`src/rtl/mantissa_div_seq.sv`:
```
// Radix-2 restoring mantissa divider: one quotient bit per clock, valid/ready
// request and result handshakes, divide-by-zero flagged instead of iterated.
module mantissa_div_seq #(
    parameter  int WIDTH = 24,
    localparam int CNT_W = $clog2(WIDTH + 1)
) (
    input  logic             clk,
    input  logic             rst,
    input  logic             start_valid,
    output logic             start_ready,
    input  logic [WIDTH-1:0] dividend,
    input  logic [WIDTH-1:0] divisor,
    output logic             res_valid,
    input  logic             res_ready,
    output logic [WIDTH-1:0] quotient,
    output logic [WIDTH-1:0] remainder,
    output logic             div_by_zero,
    output logic             busy
);

    typedef enum logic [1:0] {IDLE, CALC, DONE} state_t;

    state_t             state_q, state_d;
    logic [CNT_W-1:0]   cnt_q, cnt_d;
    // Restored partial remainder is always < M, so only WIDTH bits need storing;
    // the sign bit lives in the WIDTH+1-bit trial subtraction below.
    logic [WIDTH-1:0]   a_q, a_d;
    logic [WIDTH-1:0]   qr_q, qr_d;
    logic [WIDTH-1:0]   m_q, m_d;
    logic [WIDTH-1:0]   quo_q, quo_d;
    logic [WIDTH-1:0]   rem_q, rem_d;
    logic               dbz_q, dbz_d;

    logic [WIDTH:0]     shifted;
    logic [WIDTH:0]     trial;
    logic [WIDTH-1:0]   a_next;
    logic [WIDTH-1:0]   q_next;

    always_comb begin
        shifted = {a_q, qr_q[WIDTH-1]};
        trial   = shifted - {1'b0, m_q};
        a_next  = trial[WIDTH] ? shifted[WIDTH-1:0] : trial[WIDTH-1:0];
        q_next  = {qr_q[WIDTH-2:0], ~trial[WIDTH]};
    end

    always_comb begin
        state_d = state_q;
        cnt_d   = cnt_q;
        a_d     = a_q;
        qr_d    = qr_q;
        m_d     = m_q;
        quo_d   = quo_q;
        rem_d   = rem_q;
        dbz_d   = dbz_q;
        case (state_q)
            IDLE: begin
                if (start_valid) begin
                    if (divisor == '0) begin
                        quo_d   = '1;
                        rem_d   = dividend;
                        dbz_d   = 1'b1;
                        state_d = DONE;
                    end else begin
                        qr_d    = dividend;
                        m_d     = divisor;
                        a_d     = '0;
                        cnt_d   = CNT_W'(WIDTH);
                        state_d = CALC;
                    end
                end
            end
            CALC: begin
                a_d   = a_next;
                qr_d  = q_next;
                cnt_d = cnt_q - CNT_W'(1);
                if (cnt_q == CNT_W'(1)) begin
                    quo_d   = q_next;
                    rem_d   = a_next;
                    dbz_d   = 1'b0;
                    state_d = DONE;
                end
            end
            DONE: begin
                if (res_ready) state_d = IDLE;
            end
            default: state_d = IDLE;
        endcase
    end

    always_ff @(posedge clk or posedge rst) begin
        if (rst) begin
            state_q <= IDLE;
            cnt_q   <= '0;
            a_q     <= '0;
            qr_q    <= '0;
            m_q     <= '0;
            quo_q   <= '0;
            rem_q   <= '0;
            dbz_q   <= 1'b0;
        end else begin
            state_q <= state_d;
            cnt_q   <= cnt_d;
            a_q     <= a_d;
            qr_q    <= qr_d;
            m_q     <= m_d;
            quo_q   <= quo_d;
            rem_q   <= rem_d;
            dbz_q   <= dbz_d;
        end
    end

    // Reset is folded into start_ready so no request is offered while held in reset.
    assign start_ready = (state_q == IDLE) && !rst;
    assign res_valid   = (state_q == DONE);
    assign busy        = (state_q != IDLE);
    assign quotient    = quo_q;
    assign remainder   = rem_q;
    assign div_by_zero = dbz_q;

endmodule
```
`config.mk`:
```
export PLATFORM = sky130hd
export DESIGN_NAME = mantissa_div_seq
export DESIGN_NICKNAME = d
export VERILOG_FILES = /design/src/rtl/mantissa_div_seq.sv
export SDC_FILE = /design/constraint.sdc
export NUM_CORES = 1
export LEC_CHECK = 0
export BUFFER_PORTS_ARGS = -buffer_cell sky130_fd_sc_hd__buf_4
export CORE_ASPECT_RATIO = 1.25
export CORE_MARGIN = 2
export CORE_UTILIZATION = 58
export CTS_CLUSTER_SIZE = 25
export DETAILED_ROUTE_END_ITERATION = 10
export GPL_ROUTABILITY_DRIVEN = 0
export HOLD_SLACK_MARGIN = 0.15
export PLACE_DENSITY = 0.78
export SLEW_MARGIN = 20
export SYNTH_ARGS = -nofsm -noshare
export SYNTH_HDL_FRONTEND = slang
export SYNTH_SLANG_ARGS = --single-unit
```
`constraint.sdc`:
```
create_clock -name clk -period 4.99 [get_ports clk]
set_clock_uncertainty 0.15 [all_clocks]
set_input_delay 0.499 -clock clk [delete_from_list [all_inputs] [get_ports clk]]
set_output_delay 0.499 -clock clk [all_outputs]
set_load 0.05 [all_outputs]
```
Yosys cells after proc, flatten, opt, wreduce, memory -nomap -nowiden
Cells that the tools add are included.
{"block": "classes", "n_addsub": 2, "n_eq_ne": 8, "muxes": 27, "n_bitwise": 2, "reduce_logical": 10}
{"cell": "two-way mux 24 bit", "count": 11}
{"cell": "one-hot mux 24 bit (2 select lines)", "count": 4}
{"cell": "subtractor 25 x 24 -> 25 bit", "count": 1}
{"cell": "zero test 24 bit", "count": 1}
{"cell": "two-way mux 5 bit", "count": 2}
{"cell": "one-hot mux 5 bit (2 select lines)", "count": 1}
{"cell": "AND reduction 3 bit", "count": 3}
{"cell": "two-way mux 2 bit", "count": 4}
{"cell": "inequality test 2 bit (second input constant)", "count": 4}
{"cell": "one-hot mux 2 bit (3 select lines)", "count": 1}
{"cell": "equality test 5 x 1 -> 1 bit (second input constant)", "count": 1}
{"cell": "subtractor 5 x 1 -> 5 bit (second input constant)", "count": 1}
{"cell": "AND reduction 4 bit", "count": 1}
{"cell": "nonzero test 2 bit", "count": 2}
{"cell": "two-way mux 1 bit", "count": 3}
{"cell": "equality test 2 x 1 -> 1 bit (second input constant)", "count": 1}
{"cell": "equality test 2 bit (second input constant)", "count": 1}
{"cell": "zero test 2 bit", "count": 1}
{"cell": "inequality test 2 x 1 -> 1 bit (second input constant)", "count": 1}
{"cell": "NOT 1 bit", "count": 2}
{"cell": "one-hot mux 1 bit (2 select lines)", "count": 1}
{"cell": "logical AND 1 bit", "count": 1}
{"cell": "zero test 1 bit", "count": 1}
{"block": "word_totals", "regBits": 128, "inputBits": 52, "output_inout_bits": 52, "elab_cells": 57}

Longest topological paths before layout
{"block": "logic_depth", "depth_word": 4, "depth_mapped": 14, "depth_no_buf": 12}

Worst setup path after synthesis
No wires, ideal clock.
{"block": "synth_path", "path_kind": "flip-flop to flip-flop", "start": "register qr_q[23]", "end": "register rem_q[10], in the netlist remainder[10]", "setup_time_ps": 141, "arrival_ps": 2695, "t_required_ps": 4699, "slack_ps": 2004, "path_stages_with_launch": 15, "n_path_buf": 2, "period_less_slack_ps": 2986, "path_cell_list": "dfrtp_1 inv_1 ha_1 inv_1 fa_1 a211oi_1 o21ai_0 and2_1 o21ai_2 a211oi_4 and2_0 buf_4 buf_6 a22oi_1 a31oi_1"}
{"block": "synth_between", "elab_chain_cells": 4}
{"item": "start, declared", "line_no": "28", "text": "logic [WIDTH-1:0] qr_q, qr_d;"}
{"item": "start signal, assigned", "line_no": "104", "text": "qr_q <= qr_d;"}
{"item": "subtractor 25 x 24 -> 25 bit", "line_no": "41", "text": "trial = shifted - {1'b0, m_q};"}
{"item": "two-way mux 24 bit", "line_no": "42", "text": "a_next = trial[WIDTH] ? shifted[WIDTH-1:0] : trial[WIDTH-1:0];"}
{"item": "two-way mux 24 bit", "line_no": "76", "text": "if (cnt_q == CNT_W'(1)) begin"}
{"item": "one-hot mux 24 bit (2 select lines)", "line_no": "55", "text": "case (state_q)"}
{"item": "end signal, assigned", "line_no": "107", "text": "rem_q <= rem_d;"}
{"item": "end, declared", "line_no": "31", "text": "logic [WIDTH-1:0] rem_q, rem_d;"}
No other way between the ends. The select of a mux whose other input is x is not followed.
A chain may end at the register's enable or synchronous reset.

Final worst setup path
{"block": "layout_path", "start": "register qr_q[23]", "end": "register rem_q[6], in the netlist remainder[6]"}
Same word-level chain as after synthesis.

==> impl_results.md <==
- Diode insertion count for antenna repair: 0
- Number of global-route vias before repair: approximately 6,000
- Number of setup buffers added after CTS: 0
- Maximum number of buffers from clock root to sink: 2
- HPWL after detailed placement: about 13,000 um
- TritonCTS clock tree: yes
- Die extent in x: 102 um
- CTS sink cnt: 128
- Gr usage total: between 20 and 30%
- Storage element area: 0.003203 mm2
- Setup Crit Path Kind: reg -> reg
- Crit path max fanout: 15
- Post-synth EDFFs: 0
- FF+latch count, synth: 128
- Seq/Total Area, Yosys: 46.00%
- Routed len/inst: 17.48 um
- Number of antenna violations at the first check in global routing: 0
- Overall die area: 0.01290 mm2
- Ratio of final minimum period to clock period: ~78%
- Post-DR vias/cell: around 6.0
- Hold Crit Class: in -> reg
- 1st-iter DRT viols: 594
- Ratio of cells with drive above 1 in the final layout: between 10% and 20%
- Antenna viol nets, final: 0
- Final routed wirelength across all metal layers: 18,250 um
- Die extent in y: 126.5 um
- Number of clock buffers inserted by TritonCTS: 17
- Data arrival time of the critical path: between 4000 and 5000 ps
- Number of remaining DRC errors: 0
- Average cell area after synthesis: between 8 and 9 um2
- Required time of the worst setup path: 5160 ps
- Transition at the pin with the smallest max-transition slack: about 1100 ps
- Fraction of synthesis flops using an asynchronous set or reset pin: 100.0%
- Clock latency on the worst-skew pair: roughly 420 ps
- Routed vias: between 6,000 and 7,000
- Filler Cells Inserted: between 900 and 1,000
- Warnings, synthesis: 0
- # H-tree levels: 4
- Floorplan row count: 44
- Setup TNS: 0 ps
- Final setup violating endpoints: 0
- Starting utilization of the core area: about 60%
- Maximum number of pins on one net before global-route repair: 85
- Result of the run: complete, no violations
- Kind of launch point of the worst setup path: flip-flop
- Area added between synthesis and finish: 21.71%
- Top Ports: around 100
- Ys flop type: dfrtp_1
- Rel. slew slack: around 29%
- Type of element capturing the critical path: flip-flop
- Number of nets at the end of the flow: between 900 and 1,000
- Max cap viols: 0
- Wire length of the first global-routing pass: approximately 30,000 um
- Max-slew violation total from the final report: 0
- Syn nets: between 800 and 900
- Number of cells produced by synthesis: 784
- Number of distinct library cells after synthesis: 61
- Final Hold Violating Endpoints: 0
- Fmax: about 0.26 GHz
- Area of combinational cells with multiple inputs: ~0.0035 mm2
- Synth Cell Area: around 0.0070 mm2
- IO Port Bufs: around 100
- Global route overflow: 0
- Post-layout minimum cycle time: roughly 3900 ps
- Number of iterations in the first detailed-routing pass: 5
- Unrepaired setup endpoints after global routing: no
- CTS root buffer: clkbuf_16
- CTS clock-pin slew for the worst setup and hold paths: approximately 60 ps
- Core footprint: between 0.01 and 0.015 mm2
## synth_stat cells, types with 5 or more instances
master | instances | area share [%]
a211oi_1 | 7 | 0.75
clkbuf_1 | 32 | 1.7
o21a_1 | 10 | 1.1
a22oi_1 | 11 | 1.2
xor2_1 | 6 | 0.75
ha_1 | 26 | 4.7
nor4_1 | 7 | 0.63
mux2_2 | 24 | 3.9
buf_2 | 6 | 0.43
o211ai_1 | 6 | 0.65
inv_1 | 33 | 1.8
a21o_1 | 7 | 0.75
and2_1 | 9 | 0.81
nand3_1 | 13 | 0.93
a41oi_1 | 5 | 0.63
a31oi_1 | 44 | 4.0
o21ai_0 | 47 | 3.4
xnor2_1 | 18 | 2.3
and3_1 | 5 | 0.45
dfrtp_1 | 128 | 46
a21oi_1 | 31 | 2.2
nand2_1 | 167 | 9.0
nor2_1 | 75 | 4.0
nand4_1 | 5 | 0.45
## layout by cell type, fill, tap and decap left out, types with 6 or more instances in the layout
cell type / instances
nand2_1: 167
dfrtp_1: 128
buf_4: 108
nor2_1: 74
o21ai_0: 47
a31oi_1: 44
inv_1: 32
a21oi_1: 30
ha_1: 26
mux2_2: 24
xnor2_1: 18
clkbuf_16: 17
nand3_1: 13
a22oi_1: 11
o21a_1: 10
and2_1: 8
a21o_1: 7
a211oi_1: 7
nor4_1: 7
o211ai_1: 6
xor2_1: 6
## layout make-up
type                    instances  area share, %
inverters                      33          1.521
multi-input cells             580          40.88
flip-flops and latches        128          37.80
repair buffers                111          10.13
clock buffers                  20          5.507
clock inverters                11          1.787
well taps                     161          2.377
## what timing repair did
action	CTS	global route
endpoints found under the hold margin	1	13
endpoints found under the setup margin	0	0
hold buffers	1	1
gates resized for setup	0	0
## state kept, by name (all words and copies together) (netlist names)
register     count
a_q             24
m_q             24
qr_q            24
quotient        24
remainder       24
cnt_q            5
state_q          2
div_by_zero      1
## metrics by stage
stage / cell area, um2 / hold slack, ps / util (%) / setup WS [ps] / std cells
CTS: 8434 / 166.9 / 72.27 / 1186 / 1042
finish: 8474 / 169.6 / 72.61 / 1084 / 1044
global placement: 7806 / 302.6 / 66.88 / 1419 / 1010
floorplan: 6963 / 316.0 / - / 928.4 / 784
global route: 8474 / 164.3 / 72.61 / 885.5 / 1044
detailed placement: 7806 / 307.6 / 66.88 / 1235 / 1010
## metal layers
metal  part of all wire (%)  up-vias  global-route usage, %
met2                     48      292                  47.60
met4                    2.7        0                  9.804
met5                      0        -                      0
met1                     43     3020                  39.41
li1                       -     2940                      -
met3                    7.0       57                  6.446
## logic make-up after synthesis
family	synth area share, %
AO/OA/AOI/OAI	19.07
XOR/XNOR	3.019
adder cells (fa/ha/maj)	4.960
buffers and inverters	4.456
flip-flops	46.00
multiplexers	4.169
AND/OR/NAND/NOR	18.33
## path summary, 6_finish.rpt
path                       slack [ps]         from  depth (start not counted)            to
setup / recovery                 1080     qr_q[23]                         12  remainder[6]
hold reg to reg                   320  quotient[6]                          2   quotient[6]
setup reg to reg                 1080     qr_q[23]                         12  remainder[6]
min in group asynchronous         630          rst                          3      cnt_q[2]
max in group asynchronous        3020          rst                          4      qr_q[11]
hold / removal                    170   divisor[4]                          2        m_q[4]
## critical path, cell delays in order, from the launching register on
cell,delay [ps]
dfrtp_1,410
inv_1,70
ha_1,150
inv_1,50
fa_1,410
a211oi_1,350
o21ai_0,250
and2_1,220
o21ai_2,220
a211oi_4,150
nor2_1,830
a22oi_1,280
a31oi_1,260
Power is left out: the tool's default activity adds up to more than one toggle a clock period on the data nets, which glitch-free logic cannot reach.
